$ cat src/rtl/handshake_rr_arbiter_if.sv
// Handshake bundle shared by the round-robin arbiter and its environment.
//   ins / ins_valid / ins_ready : NUM_INPUTS upstream producer channels,
//                                 payload i at ins[i*DATA_WIDTH +: DATA_WIDTH]
//   outs / index / outs_valid / outs_ready : single shared downstream channel
// master : environment side (drives producer payloads and consumer ready)
// slave  : arbiter side
interface handshake_rr_arbiter_if #(
    parameter int NUM_INPUTS  = 2,
    parameter int DATA_WIDTH  = 32,
    parameter int INDEX_WIDTH = 1
);
    logic [NUM_INPUTS*DATA_WIDTH-1:0] ins;
    logic [NUM_INPUTS-1:0]            ins_valid;
    logic [NUM_INPUTS-1:0]            ins_ready;
    logic [DATA_WIDTH-1:0]            outs;
    logic [INDEX_WIDTH-1:0]           index;
    logic                             outs_valid;
    logic                             outs_ready;

    modport master (
        output ins, ins_valid, outs_ready,
        input  ins_ready, outs, index, outs_valid
    );

    modport slave (
        input  ins, ins_valid, outs_ready,
        output ins_ready, outs, index, outs_valid
    );
endinterface

$ cat src/rtl/handshake_rr_arbiter.sv
// Round-robin arbiter: grants at most one valid producer per cycle into a
// one-slot output register that feeds a shared consumer.
// Ports:
//   clk  : rising-edge clock
//   rst  : asynchronous active-low reset (clears the slot and the pointer)
//   bus  : slave modport of handshake_rr_arbiter_if (producer channels in,
//          registered outs/index/outs_valid out, outs_ready in)
// The search order starts at ptr_q and wraps, so the channel after the last
// winner has highest priority; ptr_q only moves when a token is accepted.
module handshake_rr_arbiter #(
    parameter int NUM_INPUTS  = 2,
    parameter int DATA_WIDTH  = 32,
    parameter int INDEX_WIDTH = 1
) (
    input  logic                       clk,
    input  logic                       rst,
    handshake_rr_arbiter_if.slave      bus
);

    localparam int IDXW1 = INDEX_WIDTH + 1;
    localparam logic [INDEX_WIDTH-1:0] IDX_ONE  = INDEX_WIDTH'(1);
    localparam logic [INDEX_WIDTH-1:0] IDX_LAST = INDEX_WIDTH'(NUM_INPUTS - 1);

    typedef enum logic {
        ST_EMPTY = 1'b0,
        ST_FULL  = 1'b1
    } state_t;

    state_t                  state_q, state_d;
    logic [DATA_WIDTH-1:0]   data_q, data_d;
    logic [INDEX_WIDTH-1:0]  index_q, index_d;
    logic [INDEX_WIDTH-1:0]  ptr_q, ptr_d;

    logic                    found_s;
    logic [INDEX_WIDTH-1:0]  grant_idx_s;
    logic [DATA_WIDTH-1:0]   grant_data_s;
    logic [IDXW1-1:0]        dist_s;
    logic [IDXW1-1:0]        best_dist_s;
    logic                    can_load_s;
    logic                    load_s;

    // Reset gates can_load so no ready is offered while rst is low.
    assign can_load_s = rst & ((state_q == ST_EMPTY) | bus.outs_ready);
    assign load_s     = found_s & can_load_s;

    // Grant search: pick the valid channel with the smallest wrapped distance
    // from ptr_q; distance is computed in one extra bit so i+N never overflows.
    always_comb begin
        found_s      = 1'b0;
        grant_idx_s  = '0;
        grant_data_s = '0;
        best_dist_s  = '1;
        dist_s       = '0;
        for (int i = 0; i < NUM_INPUTS; i++) begin
            if (IDXW1'(i) >= {1'b0, ptr_q}) begin
                dist_s = IDXW1'(i) - {1'b0, ptr_q};
            end else begin
                dist_s = IDXW1'(i) + IDXW1'(NUM_INPUTS) - {1'b0, ptr_q};
            end
            if (bus.ins_valid[i] && (!found_s || (dist_s < best_dist_s))) begin
                found_s      = 1'b1;
                best_dist_s  = dist_s;
                grant_idx_s  = INDEX_WIDTH'(i);
                grant_data_s = bus.ins[i*DATA_WIDTH +: DATA_WIDTH];
            end else begin
                found_s      = found_s;
            end
        end
    end

    // Ready decode: at most the granted channel sees ready, and only when
    // the slot can take a token this cycle.
    always_comb begin
        bus.ins_ready = '0;
        for (int i = 0; i < NUM_INPUTS; i++) begin
            if (load_s && (grant_idx_s == INDEX_WIDTH'(i))) begin
                bus.ins_ready[i] = 1'b1;
            end else begin
                bus.ins_ready[i] = 1'b0;
            end
        end
    end

    // Next-state logic for the slot FSM, payload/index registers and pointer.
    always_comb begin
        state_d = state_q;
        data_d  = data_q;
        index_d = index_q;
        ptr_d   = ptr_q;
        case (state_q)
            ST_EMPTY: begin
                if (load_s) begin
                    state_d = ST_FULL;
                end else begin
                    state_d = ST_EMPTY;
                end
            end
            ST_FULL: begin
                // A simultaneous drain and load keeps the slot full with
                // the new token replacing the old one.
                if (load_s) begin
                    state_d = ST_FULL;
                end else if (bus.outs_ready) begin
                    state_d = ST_EMPTY;
                end else begin
                    state_d = ST_FULL;
                end
            end
            default: begin
                state_d = ST_EMPTY;
            end
        endcase
        if (load_s) begin
            data_d  = grant_data_s;
            index_d = grant_idx_s;
            // Explicit wrap keeps ptr below NUM_INPUTS for non-power-of-2 counts.
            if (grant_idx_s == IDX_LAST) begin
                ptr_d = '0;
            end else begin
                ptr_d = grant_idx_s + IDX_ONE;
            end
        end else begin
            data_d  = data_q;
            index_d = index_q;
            ptr_d   = ptr_q;
        end
    end

    // State register with asynchronous active-low clear.
    always_ff @(posedge clk or negedge rst) begin
        if (!rst) begin
            state_q <= ST_EMPTY;
            data_q  <= '0;
            index_q <= '0;
            ptr_q   <= '0;
        end else begin
            state_q <= state_d;
            data_q  <= data_d;
            index_q <= index_d;
            ptr_q   <= ptr_d;
        end
    end

    assign bus.outs       = data_q;
    assign bus.index      = index_q;
    assign bus.outs_valid = (state_q == ST_FULL);

endmodule

$ cat src/flat_wrapper.sv
// flat-port wrapper written by rule: the top's interface ports become plain ports
module handshake_rr_arbiter_flat 
#(
    parameter int NUM_INPUTS  = 2,
    parameter int DATA_WIDTH  = 32,
    parameter int INDEX_WIDTH = 1
)
  (clk, rst, bus_ins, bus_ins_valid, bus_outs_ready, bus_ins_ready, bus_outs, bus_index, bus_outs_valid);
  handshake_rr_arbiter_if #(.NUM_INPUTS(NUM_INPUTS), .DATA_WIDTH(DATA_WIDTH), .INDEX_WIDTH(INDEX_WIDTH)) bus_i ();
  input  logic clk;
  input  logic rst;
  input wire logic [$bits(bus_i.ins)-1:0] bus_ins;
  input wire logic [$bits(bus_i.ins_valid)-1:0] bus_ins_valid;
  input wire logic [$bits(bus_i.outs_ready)-1:0] bus_outs_ready;
  output wire logic [$bits(bus_i.ins_ready)-1:0] bus_ins_ready;
  output wire logic [$bits(bus_i.outs)-1:0] bus_outs;
  output wire logic [$bits(bus_i.index)-1:0] bus_index;
  output wire logic [$bits(bus_i.outs_valid)-1:0] bus_outs_valid;
  assign bus_i.ins = bus_ins;
  assign bus_i.ins_valid = bus_ins_valid;
  assign bus_i.outs_ready = bus_outs_ready;
  assign bus_ins_ready = bus_i.ins_ready;
  assign bus_outs = bus_i.outs;
  assign bus_index = bus_i.index;
  assign bus_outs_valid = bus_i.outs_valid;
  handshake_rr_arbiter #(.NUM_INPUTS(NUM_INPUTS), .DATA_WIDTH(DATA_WIDTH), .INDEX_WIDTH(INDEX_WIDTH)) u_core (.clk(clk), .rst(rst), .bus(bus_i));
endmodule
$ cat config.mk
export PLATFORM = sky130hd
export DESIGN_NAME = handshake_rr_arbiter_flat
export DESIGN_NICKNAME = d
export VERILOG_FILES = /design/src/rtl/handshake_rr_arbiter_if.sv /design/src/rtl/handshake_rr_arbiter.sv /design/src/flat_wrapper.sv
export SDC_FILE = /design/constraint.sdc
export NUM_CORES = 1
export LEC_CHECK = 0
export ABC_AREA = 1
export BUFFER_PORTS_ARGS = -buffer_cell sky130_fd_sc_hd__buf_2
export CORE_ASPECT_RATIO = 0.5
export CORE_MARGIN = 8
export CORE_UTILIZATION = 45
export CTS_CLUSTER_SIZE = 10
export DETAILED_ROUTE_END_ITERATION = 10
export HOLD_SLACK_MARGIN = 0.1
export PLACE_DENSITY = 0.89
export SYNTH_ARGS = -nofsm -noshare
export SYNTH_HDL_FRONTEND = slang
export SYNTH_SLANG_ARGS = --single-unit
$ cat constraint.sdc
create_clock -name clk -period 1.3 [get_ports clk]
set_input_delay 0.26 -clock clk [delete_from_list [all_inputs] [get_ports clk]]
set_output_delay 0.26 -clock clk [all_outputs]
set_load 0.02 [all_outputs]
==> out/metrics.sh <==
STATUS='finished, violations left'
FAILED_CHECKS='setup timing'
CTS_TREE='yes'
DRC_ERRORS=0
POST-SYNTH-TOP-AREA-FRACTION_PCT=43.8
GRT_MAX_DEGREE=37
TIMING.FINAL.WS_SETUP_PS=-146
CRITPATHSLOWESTCELL='sky130_fd_sc_hd__dfrtp_1'
DETAIL_ROUTE.FIRST_PASS.ITERATIONS=4
DETAIL_ROUTE.WL_PER_CELL_UM=14.8
CTS.SINKS=35
REQ_TIME_CRIT_PATH_PS=1040
CAP_VIOL_MAX_COUNT=0
FLOORPLAN.DIE.HEIGHT_UM=63.1
SYN_NETS=335
DP_HPWL_MM=4.73
NUM_IO_PINS=105
ANTENNA_LEFT=0
NUMBER_OF_INSTANCES_IN_THE_SYNTHESIZED_NETLIST=266
FINAL_CELL_MIX='sky130_fd_sc_hd__nand2_1, sky130_fd_sc_hd__buf_2, sky130_fd_sc_hd__dfrtp_1, sky130_fd_sc_hd__nand3b_1, sky130_fd_sc_hd__nand3_1'
WORST_CLOCK_SKEW_PS=3.28
SYNTH-WARNING-COUNT=0
GLOBALROUTE.TOTALOVERFLOW=0
WORST-SLEW-PIN-TRANSITION_PS=448
TIMING.SETUP.TNS_PS=-290
MAXSLEWHEADROOM_PCT=70.1
DESIGN.DIE.AREA_UM2=6960
PLACEMENT.IO_BUFFERS=104
CTSLONGESTPATHBUFFERS=2
AVGVIACOUNTPERCELL=5.12
FILLERS=375
SYNTH.TOP_CELLS.BY_AREA='sky130_fd_sc_hd__dfrtp_1, sky130_fd_sc_hd__nand2_1, sky130_fd_sc_hd__nand3b_1, sky130_fd_sc_hd__nand3_1, sky130_fd_sc_hd__buf_4'
MIN-DELAY-PATH-CLASS='in -> async'
CORE_REGION_AREA_UM2=4340
INSERTEDDIODECOUNT=0
TIMING.HOLD.WS_PS=102
STARTPOINT_TYPE='flop'
CRITICAL_PATH.MAX_STAGE_DELAY_PS=410
HTREE_NUM_LEVELS=2
TOTAL_LEAKAGE_POWER_nW=1.61
YS_SEQ_AREA_SHARE_PCT=43.8
CRITICAL_PATH.ENDPOINT_TYPE='output port'
ROWS=17
START_UTIL_PCT=46.1
POST_SYNTH_NUM_CELL_TYPES=14
FINAL-MAX-SLEW-VIOLATION-COUNT=0
CTS_MADE_BUFFERS=5
GRTUSAGETOTAL_PCT=18.4
FINALSETUPVIOLATIONS=2
LAYOUT-DRIVE-GT1-SHARE_PCT=37.1
CHIPWIDTH_UM=110
CRIT_PATH_FREQUENT_CELL='sky130_fd_sc_hd__nand2_2'
FINAL-INSTANCE-COUNT-EXCL-FILL=432
IRDROPWORSTVDD_mV=0.552
CP_DATA_ARRIVAL_TIME_PS=1190
FF2FF_PATH_DEPTH=7
PLACE_WORST_SETUP_SLACK_PS=71.4
PLACEDCELLCOUNT=420
GRT_PASS1_WL_MM=10.6
AREA_DELTA_SYNTH_FINAL_PCT=37.2
DETAILROUTE.VIA_COUNT=2210
POST-LAYOUT-TOTAL-POWER_W=0.00334
FINISH.NET_COUNT=443
FINAL-HOLD-VIOLATION-COUNT=0
LAYOUT_COMMONEST_CELL='sky130_fd_sc_hd__nand2_1'
MAX_CLOCK_FREQ_MHz=692
NETLIST_AREA_UM2=2000
SYNTH_AREA_LEADER_CELL='sky130_fd_sc_hd__dfrtp_1'
INSERTION_DELAY_PS=280
YS_FF_LATCH=35
GRT_SETUP_UNREPAIRED='true'
TIMING.CRITICAL_PATH.FANOUT_MAX=3
CRITICAL_PATH_CLASS='reg -> out'
GP_CONGESTION=0.852
CTS.ROOT.BUFFER_CELL='sky130_fd_sc_hd__clkbuf_8'
POWER.DENSITY_nW_PER_UM2=1220
WORSTPATHCELLLIST='nand2_2 -> nand2_2 -> nor2_4 -> nand2_2 -> inv_2 -> buf_6'
VIA_COUNT_OF_THE_FIRST_GLOBAL_ROUTING_PASS=2314
POST_SYNTH.CELL_AREA_AVG_UM2=7.52
FINALWIRELENGTH_MM=6.38
CLK_PIN_SLEW_WORST_PATHS_PS=70
DRT_ITER0_DRC=111
NUMBER_OF_ANTENNA_VIOLATIONS_AT_THE_FIRST_CHECK_IN_GLOBAL_ROUTING=0
POST-ROUTE-MIN-PERIOD_PS=1450
FINAL_MIN_PERIOD_OVER_CLOCK_PERIOD_PCT=111
-- what timing repair did --
| item | CTS | global route |
|---|---|---|
| resized for setup | 9 | 6 |
| setup buffers | 3 | 1 |
| setup endpoints to repair | 2 | 26 |
| pin swaps | 4 | 3 |
| hold buffers | 0 | 0 |
-- synth_stat cells (all sizes together) --
| cell type | count |
|---|---|
| inv | 5 |
| nand2 | 137 |
| nand3b | 33 |
| o21ai | 2 |
| buf | 18 |
| nand3 | 32 |
| clkbuf | 2 |
| nor2 | 2 |
| dfrtp | 35 |
-- power by group --
part           switching, W  internal [W]  total, W
Sequential         0.000111       0.00129   0.00140
Clock              0.000378      0.000376  0.000755
Combinational      0.000736      0.000455   0.00119
-- logic make-up after synthesis --
| logic type | synth area share [%] |
|---|---|
| and+or+nand+nor | 48.1 |
| DFF | 43.8 |
| AOI/OAI and AO/OA | 0.501 |
| buffers and inverters | 7.57 |
-- final cells by class --
cell class                 count  area [µm²]  share of cell area, %
tap                           57        71.3                   2.60
multi-input combinational    206         987                   36.0
clock inverter                 1        5.00                  0.182
clock buffer                   7        76.3                   2.78
inverter                       5        18.8                  0.684
sequential                    35         876                   31.9
timing repair buffer         121         709                   25.9
-- state kept, by name (all words and copies together) (netlist names) --
name,flops
u_core.ptr_q,1
u_core.bus.outs,32
u_core.bus.index,1
u_core.bus.outs_valid,1
-- worst max-delay path, delay by kind of cell (launching register included) --
kind	cells	cell delay, ps
buffers and inverters	2	170
flip-flops	1	410
AND/OR/NAND/NOR	4	340
-- layer usage --
metal	vias up	GRT usage [%]	part of all wire [%]
li1	1060	-	-
met1	1041	20.3	38
met2	91	33.2	53
met3	18	3.75	6.4
met4	0	7.74	3.1
met5	-	0	0
-- metrics by stage --
stage	utilization (%)	cell area [µm²]
2_1_floorplan	-	2000
3_3_place_gp	59.5	2580
3_5_place_dp	59.5	2580
4_1_cts	62.5	2710
5_1_grt	63.2	2740
6_report	63.2	2740
-- worst paths after layout --
check	startpoint	to	slack, ps
worst max-delay path	u_core.bus.outs_valid	bus_ins_ready[1]	-150
worst min-delay path	rst	u_core.bus.outs[9]	100
worst max register to register	u_core.bus.outs_valid	u_core.bus.outs[17]	80
worst min register to register	u_core.bus.index	u_core.bus.index	480
max in group asynchronous	rst	u_core.bus.outs[0]	880
min in group clk	bus_ins[48]	u_core.bus.outs[16]	290
No activity file was read; power rests on OpenSTA's default activity.
